$ cat src/rtl/mdu_pkg.sv
// Shared definitions for the iterative multiply/divide unit: op encodings,
// FSM state type and the default datapath width.
package mdu_pkg;

   localparam int WIDTH_DEF = 32;

   localparam logic [1:0] MDU_MULT_U = 2'b00;
   localparam logic [1:0] MDU_DIV_U  = 2'b01;
   localparam logic [1:0] MDU_MULT_S = 2'b10;
   localparam logic [1:0] MDU_DIV_S  = 2'b11;

   typedef enum logic [2:0] {
      IDLE,
      PREP,
      ITER,
      FIXUP,
      FINISH
   } mdu_state_e;

endpackage

$ cat src/rtl/mul_div_unit_if.sv
// Request/result bundle between pipeline control and the multiply/divide unit.
// master = pipeline control side, slave = the unit itself.
interface mul_div_unit_if #(parameter int WIDTH = 32);

   logic             start;
   logic [1:0]       op;
   logic [WIDTH-1:0] a;
   logic [WIDTH-1:0] b;
   logic             wr_hi;
   logic             wr_lo;
   logic [WIDTH-1:0] wdata;
   logic             busy;
   logic             done;
   logic             div_by_zero;
   logic [WIDTH-1:0] hi;
   logic [WIDTH-1:0] lo;

   modport master (
      output start, op, a, b, wr_hi, wr_lo, wdata,
      input  busy, done, div_by_zero, hi, lo
   );

   modport slave (
      input  start, op, a, b, wr_hi, wr_lo, wdata,
      output busy, done, div_by_zero, hi, lo
   );

endinterface

$ cat src/rtl/mdu_iter_step.sv
// One combinational iteration of the shared accumulator: shift-add for
// multiply, restoring shift-subtract for divide.
module mdu_iter_step #(
   parameter int WIDTH = 32
) (
   input  logic               is_div,
   input  logic [2*WIDTH-1:0] acc,
   input  logic [WIDTH-1:0]   operand,
   output logic [2*WIDTH-1:0] acc_next
);

   logic [WIDTH:0] sum;
   logic [WIDTH:0] trial;
   logic [WIDTH:0] diff;

   // Multiply keeps the carry of the upper-half add so the right shift loses nothing;
   // divide uses the borrow bit of the trial subtraction as its sign.
   always_comb begin
      sum      = {1'b0, acc[2*WIDTH-1:WIDTH]} + {1'b0, operand};
      trial    = acc[2*WIDTH-1:WIDTH-1];
      diff     = trial - {1'b0, operand};
      acc_next = '0;
      if (is_div) begin
         if (!diff[WIDTH])
            acc_next = {diff[WIDTH-1:0], acc[WIDTH-2:0], 1'b1};
         else
            acc_next = {trial[WIDTH-1:0], acc[WIDTH-2:0], 1'b0};
      end else if (acc[0]) begin
         acc_next = {sum, acc[WIDTH-1:1]};
      end else begin
         acc_next = {1'b0, acc[2*WIDTH-1:1]};
      end
   end

endmodule

$ cat src/rtl/mul_div_unit.sv
// Iterative MIPS multiply/divide unit producing HI/LO, one bit per clock.
// Define MDU_SIGNED_EN to build signed op support (op[1]) and the FIXUP state.
module mul_div_unit
   import mdu_pkg::*;
#(
   parameter int WIDTH = WIDTH_DEF,
   parameter int CNT_W = 6
) (
   input logic         clk,
   input logic         reset_n,
   mul_div_unit_if.slave mdu
);

`ifdef MDU_SIGNED_EN
   localparam bit SIGNED_EN = 1'b1;
`else
   localparam bit SIGNED_EN = 1'b0;
`endif

   mdu_state_e         state, state_next;
   logic [CNT_W-1:0]   cnt;
   logic [WIDTH-1:0]   a_q, b_q, opnd;
   logic [2*WIDTH-1:0] acc, acc_next, fin_acc, prod;
   logic               is_div, signed_q, neg_res, neg_rem, dbz;
   logic [WIDTH-1:0]   a_abs, b_abs, quot, rem, res_hi, res_lo;
   logic [WIDTH-1:0]   hi_q, lo_q;
   logic               last_iter, load_result, sw_write;

   mdu_iter_step #(.WIDTH(WIDTH)) u_step (
      .is_div   (is_div),
      .acc      (acc),
      .operand  (opnd),
      .acc_next (acc_next)
   );

   assign last_iter = (cnt == CNT_W'(WIDTH - 1));
   assign sw_write  = (state == IDLE) && !mdu.start && (mdu.wr_hi || mdu.wr_lo);

   always_ff @(posedge clk) begin
      if (!reset_n) state <= IDLE;
      else          state <= state_next;
   end

   // Result is committed on the edge into FINISH so HI/LO change together with done.
   always_comb begin
      state_next  = state;
      load_result = 1'b0;
      case (state)
         IDLE:   if (mdu.start) state_next = PREP;
         PREP:   state_next = ITER;
         ITER: begin
            if (last_iter) begin
               if (SIGNED_EN && signed_q) begin
                  state_next = FIXUP;
               end else begin
                  state_next  = FINISH;
                  load_result = 1'b1;
               end
            end
         end
         FIXUP: begin
            state_next  = FINISH;
            load_result = 1'b1;
         end
         FINISH:  state_next = IDLE;
         default: state_next = IDLE;
      endcase
   end

   assign mdu.busy        = (state == PREP) || (state == ITER) || (state == FIXUP);
   assign mdu.done        = (state == FINISH);
   assign mdu.div_by_zero = (state == FINISH) && dbz;
   assign mdu.hi          = hi_q;
   assign mdu.lo          = lo_q;

   // Sign fix-up is harmless on unsigned ops because both negate flags stay clear.
   always_comb begin
      a_abs   = (signed_q && a_q[WIDTH-1]) ? -a_q : a_q;
      b_abs   = (signed_q && b_q[WIDTH-1]) ? -b_q : b_q;
      fin_acc = (state == FIXUP) ? acc : acc_next;
      prod    = neg_res ? -fin_acc : fin_acc;
      quot    = neg_res ? -fin_acc[WIDTH-1:0] : fin_acc[WIDTH-1:0];
      rem     = neg_rem ? -fin_acc[2*WIDTH-1:WIDTH] : fin_acc[2*WIDTH-1:WIDTH];
      res_hi  = prod[2*WIDTH-1:WIDTH];
      res_lo  = prod[WIDTH-1:0];
      if (is_div) begin
         res_hi = dbz ? a_q : rem;
         res_lo = dbz ? '1  : quot;
      end
   end

   always_ff @(posedge clk) begin
      if (!reset_n) begin
         a_q      <= '0;
         b_q      <= '0;
         opnd     <= '0;
         acc      <= '0;
         cnt      <= '0;
         is_div   <= 1'b0;
         signed_q <= 1'b0;
         neg_res  <= 1'b0;
         neg_rem  <= 1'b0;
         dbz      <= 1'b0;
      end else begin
         case (state)
            IDLE: begin
               if (mdu.start) begin
                  a_q      <= mdu.a;
                  b_q      <= mdu.b;
                  is_div   <= mdu.op[0];
                  signed_q <= SIGNED_EN & mdu.op[1];
               end
            end
            PREP: begin
               cnt     <= '0;
               neg_res <= signed_q & (a_q[WIDTH-1] ^ b_q[WIDTH-1]);
               neg_rem <= signed_q & a_q[WIDTH-1];
               dbz     <= is_div && (b_q == '0);
               if (is_div) begin
                  acc  <= {{WIDTH{1'b0}}, a_abs};
                  opnd <= b_abs;
               end else begin
                  acc  <= {{WIDTH{1'b0}}, b_abs};
                  opnd <= a_abs;
               end
            end
            ITER: begin
               acc <= acc_next;
               cnt <= cnt + CNT_W'(1);
            end
            default: ;
         endcase
      end
   end

   always_ff @(posedge clk) begin
      if (!reset_n) begin
         hi_q <= '0;
         lo_q <= '0;
      end else if (load_result) begin
         hi_q <= res_hi;
         lo_q <= res_lo;
      end else if (sw_write) begin
         if (mdu.wr_hi) hi_q <= mdu.wdata;
         if (mdu.wr_lo) lo_q <= mdu.wdata;
      end
   end

endmodule

$ cat src/flat_wrapper.sv
// flat-port wrapper written by rule: the top's interface ports become plain ports
module mul_div_unit_flat import mdu_pkg::*;
#(
   parameter int WIDTH = WIDTH_DEF,
   parameter int CNT_W = 6
)
  (clk, reset_n, mdu_start, mdu_op, mdu_a, mdu_b, mdu_wr_hi, mdu_wr_lo, mdu_wdata, mdu_busy, mdu_done, mdu_div_by_zero, mdu_hi, mdu_lo);
  mul_div_unit_if #(.WIDTH(WIDTH)) mdu_i ();
  input logic clk;
  input logic reset_n;
  input wire logic [$bits(mdu_i.start)-1:0] mdu_start;
  input wire logic [$bits(mdu_i.op)-1:0] mdu_op;
  input wire logic [$bits(mdu_i.a)-1:0] mdu_a;
  input wire logic [$bits(mdu_i.b)-1:0] mdu_b;
  input wire logic [$bits(mdu_i.wr_hi)-1:0] mdu_wr_hi;
  input wire logic [$bits(mdu_i.wr_lo)-1:0] mdu_wr_lo;
  input wire logic [$bits(mdu_i.wdata)-1:0] mdu_wdata;
  output wire logic [$bits(mdu_i.busy)-1:0] mdu_busy;
  output wire logic [$bits(mdu_i.done)-1:0] mdu_done;
  output wire logic [$bits(mdu_i.div_by_zero)-1:0] mdu_div_by_zero;
  output wire logic [$bits(mdu_i.hi)-1:0] mdu_hi;
  output wire logic [$bits(mdu_i.lo)-1:0] mdu_lo;
  assign mdu_i.start = mdu_start;
  assign mdu_i.op = mdu_op;
  assign mdu_i.a = mdu_a;
  assign mdu_i.b = mdu_b;
  assign mdu_i.wr_hi = mdu_wr_hi;
  assign mdu_i.wr_lo = mdu_wr_lo;
  assign mdu_i.wdata = mdu_wdata;
  assign mdu_busy = mdu_i.busy;
  assign mdu_done = mdu_i.done;
  assign mdu_div_by_zero = mdu_i.div_by_zero;
  assign mdu_hi = mdu_i.hi;
  assign mdu_lo = mdu_i.lo;
  mul_div_unit #(.WIDTH(WIDTH), .CNT_W(CNT_W)) u_core (.clk(clk), .reset_n(reset_n), .mdu(mdu_i));
endmodule
$ cat config.mk
export PLATFORM = sky130hd
export DESIGN_NAME = mul_div_unit_flat
export DESIGN_NICKNAME = d
export VERILOG_FILES = /design/src/rtl/mdu_pkg.sv /design/src/rtl/mul_div_unit_if.sv /design/src/rtl/mdu_iter_step.sv /design/src/rtl/mul_div_unit.sv /design/src/flat_wrapper.sv
export SDC_FILE = /design/constraint.sdc
export NUM_CORES = 1
export LEC_CHECK = 0
export CORE_MARGIN = 5
export CORE_UTILIZATION = 62
export CTS_CLUSTER_SIZE = 16
export DETAILED_ROUTE_END_ITERATION = 10
export GPL_ROUTABILITY_DRIVEN = 0
export PLACE_DENSITY_LB_ADDON = 0.12
export SYNTH_ARGS = -nofsm -noshare
export SYNTH_HDL_FRONTEND = slang
export SYNTH_SLANG_ARGS = --single-unit
$ cat constraint.sdc
create_clock -name clk -period 5.4 [get_ports clk]
set_clock_uncertainty 0.05 [all_clocks]
set_input_delay 0.54 -clock clk [delete_from_list [all_inputs] [get_ports clk]]
set_output_delay 0.54 -clock clk [all_outputs]
set_load 0.01 [all_outputs]
==> results of run 1 <==
## cell families (layout without fill, tap and decap cells)
kind of cell | Yosys count | count (layout) | synth area share, %
compound gates | 697 | 697 | 28.49
xor+xnor | 44 | 44 | 2.463
fa+ha+maj | 67 | 67 | 5.453
buf+inv | 208 | 299 | 5.261
flops | 235 | 235 | 30.06
mux | 123 | 123 | 8.131
simple gates | 711 | 711 | 20.14
## per-layer routing
| metal | vias to the layer above | part of all wire [%] | global-route usage, % |
|---|---|---|---|
| li1 | 7698 | - | - |
| met5 | - | 0.018 | 0 |
| met2 | 1090 | 44 | 59.23 |
| met4 | 2 | 7.8 | 23.50 |
| met3 | 275 | 11 | 6.656 |
| met1 | 7810 | 38 | 48.79 |
## final cells by class
type	count	area (µm²)	area share [%]
Timing Repair Buffer	191	1862	10.23
Inverter	60	227.7	1.251
Multi-Input combinational cell	1642	10130	55.67
Clock inverter	9	106.4	0.5844
Tap cell	330	412.9	2.269
Sequential cell	235	4710	25.88
Clock buffer	39	749.5	4.119
## report_power, final
| group | total, mW | internal, mW | switching (mW) |
|---|---|---|---|
| Combinational | 1.31 | 0.530 | 0.785 |
| Sequential | 2.00 | 1.84 | 0.157 |
| Clock | 1.81 | 1.05 | 0.752 |
## cells in the mapped netlist (13+ instances only)
cell type and count:
o22ai_1 13, a21o_1 23, inv_1 60, ha_1 65
nand2b_1 18, clkbuf_1 118, xnor2_1 21, buf_1 21
nor4_1 16, dfxtp_1 235, mux2i_1 93, o211ai_1 21
nand4_1 14, nor2_1 148, o221ai_1 28, nand2_1 370
mux2_2 29, a21oi_1 258, a211oi_1 60, nor3_1 28
a31oi_1 52, and2_1 18, xor2_1 23, nand3_1 34
nor2b_1 14, o21ai_0 116
## critical path: cells and delay by family (launching register included)
kind	cells	cell delay, ps
flops	1	460
compound gates	5	1620
buf+inv	1	110
fa+ha+maj	2	650
simple gates	4	1010
## stage by stage
stage / hold WS [ps] / worst slack [ps] / std cells / cell area (µm²) / power, mW
6_report: 400.9 / 1318 / 2506 / 18200 / 5.123
5_1_grt: 437.2 / 1153 / 2506 / 18200 / 5.300
4_1_cts: 384.3 / 1447 / 2506 / 18200 / 5.075
3_5_place_dp: 414.8 / 1437 / 2458 / 17340 / 3.299
3_3_place_gp: 404.9 / 1506 / 2458 / 17340 / 3.271
2_1_floorplan: 393.9 / 2305 / 2085 / 15650 / 2.857
## sequential cells by signal, summed over array words and instances (netlist names), 3 cells and up
name	cells
u_core.opnd	32
u_core.b_q	32
u_core.acc	64
u_core.mdu.hi	32
u_core.cnt	6
u_core.state	3
u_core.a_q	32
u_core.mdu.lo	32
## final timing paths
kind | start | to | slack, ps | cells after the start
min reg2reg | u_core.mdu.lo[9]$_SDFFE_PN0P_ | u_core.mdu.lo[9]$_SDFFE_PN0P_ | 430 | 2
max reg2reg | u_core.acc[31]$_SDFFE_PN0P_ | u_core.mdu.hi[29]$_SDFFE_PN0P_ | 1320 | 12
min | reset_n | u_core.mdu.lo[31]$_SDFFE_PN0P_ | 400 | 3
max | u_core.acc[31]$_SDFFE_PN0P_ | u_core.mdu.hi[29]$_SDFFE_PN0P_ | 1320 | 12
==> results.toml, run 1 <==
[timing]
fin_crit_sh_pct = 75.59
drv_slew = 0
fin_crit_ps = 4082
fmaxAchievable_mhz = 245.0
setup_viol = 0
worstMarginPinSlew_ps = 1381
rsz0062_at_grt = "no"
relSlewSlack_pct = 7.065
hold_viol = 0
setup_tns_ps = 0

[grt]
grtUsageTotal_pct = 37.93
antenna_found_initial = 2
grt_pass1_vias = 15940
grt_pass1_wl_mm = 87.06
overflow = 0
grt_max_degree = 112

[pwr]
power_density_nw_per_um2 = 281.5
power.static_leakage_nw = 6.893
peakVddDrop_v = 0.0002415

[final_layout]
nFillCells = 2077
nets = 2326
layout-drive-gt1-share_pct = 6.204
layout_common_cells = "nand2_1 (369), a21oi_1 (258), dfxtp_1 (233), clkdlybuf4s50_1 (167), nor2_1 (148)"
diodes = 0
final_common_cell = "nand2_1"
final_core_util_pct = 72.68
syn_to_final_growth_pct = 16.29

[critical_path]
crit_type = "flip-flop to flip-flop"
cp-end-kind = "flip-flop"
cp_slowest_cell = "nor2_8"
critical_path.cell_chain = "inv_1, ha_1, fa_1, nand2b_1, a21oi_1, o211ai_1, a211oi_4, nor3_4, nor2_8, nand2_1, o21ai_0, a211oi_1"
arrival_ps = 4410
critPathRequiredTime_ps = 5730
max_stage_delay_ps = 480
crit_fanout = 24
crit_path_start_kind = "flip-flop"

[cts]
clock_sinks = 235
clockBufferDepth = 3
cts_buffers = 26
cts_root_buf = "clkbuf_16"
cts_tree = "built"
post-cts-setup-buffer-count = 0
clk_latency_ps = 550
cts_hold_buffers = 0
path_clk_slew_ps = 60
ctsHtreeMaxLevel = 1
cts_resized = 0

[logic_synthesis]
synth_seq_cells = 235
synth.distinct_cells = 85
synth_edf_count = 0
netlist_area_um2 = 15650
syn-num-nets = 2255
postSynth.asyncResetShare_pct = 0
ys.flop_type = "dfxtp_1"
yosys_warnings = 0
syn_inst = 2085
synth_top_area_share_pct = 30.06
synth.area.top_cells = "dfxtp_1 (30%), nand2_1 (8.9%), a21oi_1 (8.3%), mux2i_1 (5.9%), ha_1 (5.2%)"
synth_seq_area_share_pct = 30.06
synthDominantAreaCellType = "dfxtp_1"
avgSynthCellArea_um2 = 7.505

[drt]
viasPerCell = 6.734
drc = 0
postRouteWirelength_mm = 56.38
wl_per_cell_um = 22.50
detail-route-antenna-nets = 0
num_vias = 16880
first_pass_iters = 6
drt-initial-drc-count = 2161

[job]
drv_cap = 0

[floorplanning]
dieArea_um2 = 28520
fp.dieW_um = 168.9
io_pins = 170
num_rows = 58
start_util_pct = 62.50
fp.dieH_um = 168.9
coreArea_um2 = 25040

[run_status]
status = "complete, no violations"

[min_path]
hp-class = "input port to flip-flop"

[placement]
numPortBuffers = 168
dp_hpwl_mm = 40.70
Power figures use the tool's default switching activity.
==> inputs of run 2 (changes only) <==
--- a/config.mk
+++ b/config.mk
@@ -6,7 +6,7 @@
 export NUM_CORES = 1
 export LEC_CHECK = 0
 export CORE_MARGIN = 5
-export CORE_UTILIZATION = 62
+export CORE_UTILIZATION = 58
 export CTS_CLUSTER_SIZE = 16
 export DETAILED_ROUTE_END_ITERATION = 10
 export GPL_ROUTABILITY_DRIVEN = 0
==> constraint.sdc (replaced) <==
create_clock -name clk -period 3.9 [get_ports clk]
set_clock_uncertainty 0.05 [all_clocks]
set_input_delay 0.39 -clock clk [delete_from_list [all_inputs] [get_ports clk]]
set_output_delay 0.39 -clock clk [all_outputs]
set_load 0.01 [all_outputs]
==> run 2 against run 1 <==
Against the previous run:
- via count grew 0.46%
- first-iteration DRC count fell by 3.2%
- cell area is 1.9% higher
- sequential cell count did not move
- maximum frequency increased by 8.1%
- clock-buffer cell count down 7
- final cell count increased by 1.6%
- utilization shrank 3.3 points
- non-clock buffer count is 30 higher
==> results.toml, run 2 (same netlist as run 1, synthesis figures left out) <==
[drt]
num_vias = 16950
met1_length_mm = 23.22
topRoutingLayerUsed = "met4"
wl_met2_mm = 24.84
drc = 0
wl_per_cell_um = 23.10
detail-route-antenna-nets = 0
first_pass_iters = 8
postRouteWirelength_mm = 58.85
wl_met3_mm = 6.523
drt-initial-drc-count = 2092
viasPerCell = 6.656

[timing]
fin_crit_sh_pct = 96.85
fin_crit_ps = 3777
rsz0062_at_grt = "no"
fmaxAchievable_mhz = 264.8
setup_tns_ps = 0
setup_viol = 0
holdWs_ps = 244.9
hold_viol = 0
layout_setup_ws_ps = 122.9
drv_slew = 0
relSlewSlack_pct = 26.33
worstMarginPinSlew_ps = 1101

[critical_path]
cp-end-kind = "flip-flop"
crit_fanout = 12
crit_path_start_kind = "flip-flop"
r2r-start = "u_core.acc[31]$_SDFFE_PN0P_"
critPathRequiredTime_ps = 4340
crit_type = "flip-flop to flip-flop"
r2r_slack_ps = 120
r2r_cells = 12
r2r-end = "u_core.acc[56]$_SDFFE_PN0P_"
arrival_ps = 4220

[min_path]
hp-class = "input port to flip-flop"
worstHoldStart = "reset_n"
hold_end = "u_core.acc[0]$_SDFFE_PN0P_"
hold_path_depth = 2

[floorplanning]
num_rows = 60
coreArea_um2 = 26730
fp.dieH_um = 174.3
dieArea_um2 = 30360
start_util_pct = 58.55
fp.dieW_um = 174.3
io_pins = 170

[final_layout]
layout_common_cells = "nand2_1 (369), a21oi_1 (258), dfxtp_1 (233), clkdlybuf4s50_1 (167), nor2_1 (148)"
multi_input_area_um2 = 10130
syn_to_final_growth_pct = 18.47
final_core_util_pct = 69.37
layout-drive-gt1-share_pct = 7.706
final_cell_area_um2 = 18540
nets = 2356
diodes = 0
final_common_cell = "nand2_1"
largest_reg_flops = 64
finalNonFillerCells = 2547
regMostFlops = "u_core.acc"
nFillCells = 2256
area.sequential_um2 = 4710

[run_status]
status = "complete, no violations"

[grt]
grt_max_degree = 107
antenna_found_initial = 0
grt_pass1_vias = 15790
grt_pass1_wl_mm = 89.29
overflow = 0
grtUsageTotal_pct = 36.60

[cts]
cts_tree = "built"
cts_hold_buffers = 0
clockBufferDepth = 3
cts_resized = 0
ctsHtreeMaxLevel = 1
cts_buffers = 26
cts_root_buf = "clkbuf_16"
post-cts-setup-buffer-count = 0
clk_latency_ps = 570
clock_sinks = 235
path_clk_slew_ps = 70

[pwr]
clkPwrFrac_pct = 36.8
seqPwrFrac_pct = 37.3
p_sw_share_pct = 33.06
switching_power_mw = 2.444
p_int_mw = 4.949
power_mw = 7.394
combPwrFrac_pct = 25.9
peakVddDrop_v = 0.0003609
power_density_nw_per_um2 = 398.8
power.static_leakage_nw = 7.084

[placement]
numPortBuffers = 168
dpl-instance-area_um2 = 17590
placed_cells = 2499
dp_hpwl_mm = 43.40
dp_slack_ps = 278.3

[job]
drv_cap = 0
-- run 2: cell count changes in the layout (fill, tap and decap cells not counted), sizes merged --
cell      delta
clkbuf       -7
bufinv       +3
clkinv       +2
clkinvlp     +2
buf         +30
-- run 2: critical path: stages (launching register included) --
cell	delay, ps
dfxtp_1	390
inv_1	90
ha_1	220
fa_1	390
nand2b_1	180
a21oi_1	370
o211ai_1	240
a211oi_4	360
or3_1	200
nand2_2	270
o31a_1	410
a22oi_1	300
a32o_1	210
-- run 2: power by group through the flow --
stage	clock, mW	sequential, mW	combinational (mW)
CTS	2.72	2.74	1.86
detailed placement	0	2.79	1.84
global placement	0	2.79	1.82
floorplan	0	2.72	1.23
finish	2.72	2.76	1.91
global route	2.83	2.77	2.05
-- run 2: how the worst max path moves through the flow --
stage                                            from  depth (start not counted)                        endpoint
after detailed placement  u_core.acc[31]$_SDFFE_PN0P_                         12  u_core.mdu.hi[16]$_SDFFE_PN0P_
after global placement    u_core.acc[31]$_SDFFE_PN0P_                         12  u_core.mdu.hi[16]$_SDFFE_PN0P_
after floorplan           u_core.acc[31]$_SDFFE_PN0P_                         12  u_core.mdu.hi[16]$_SDFFE_PN0P_
after CTS                 u_core.acc[31]$_SDFFE_PN0P_                         12     u_core.acc[56]$_SDFFE_PN0P_
final                     u_core.acc[31]$_SDFFE_PN0P_                         12     u_core.acc[56]$_SDFFE_PN0P_
after global routing      u_core.acc[31]$_SDFFE_PN0P_                         12     u_core.acc[56]$_SDFFE_PN0P_
-- run 2: cell type report --
type	instances	share of cell area (%)
clock buffers	32	3.793
clock inverters	16	1.309
inverters	60	1.228
multi-input cells	1642	54.64
flip-flops and latches	235	25.40
well taps	341	2.301
repair buffers	221	11.32
-- run 2: layer usage --
metal | GRT usage, % | up-vias
met5 | 0 | -
met4 | 23.00 | 0
met3 | 7.351 | 199
met2 | 53.90 | 1060
met1 | 49.05 | 7935
li1 | - | 7758
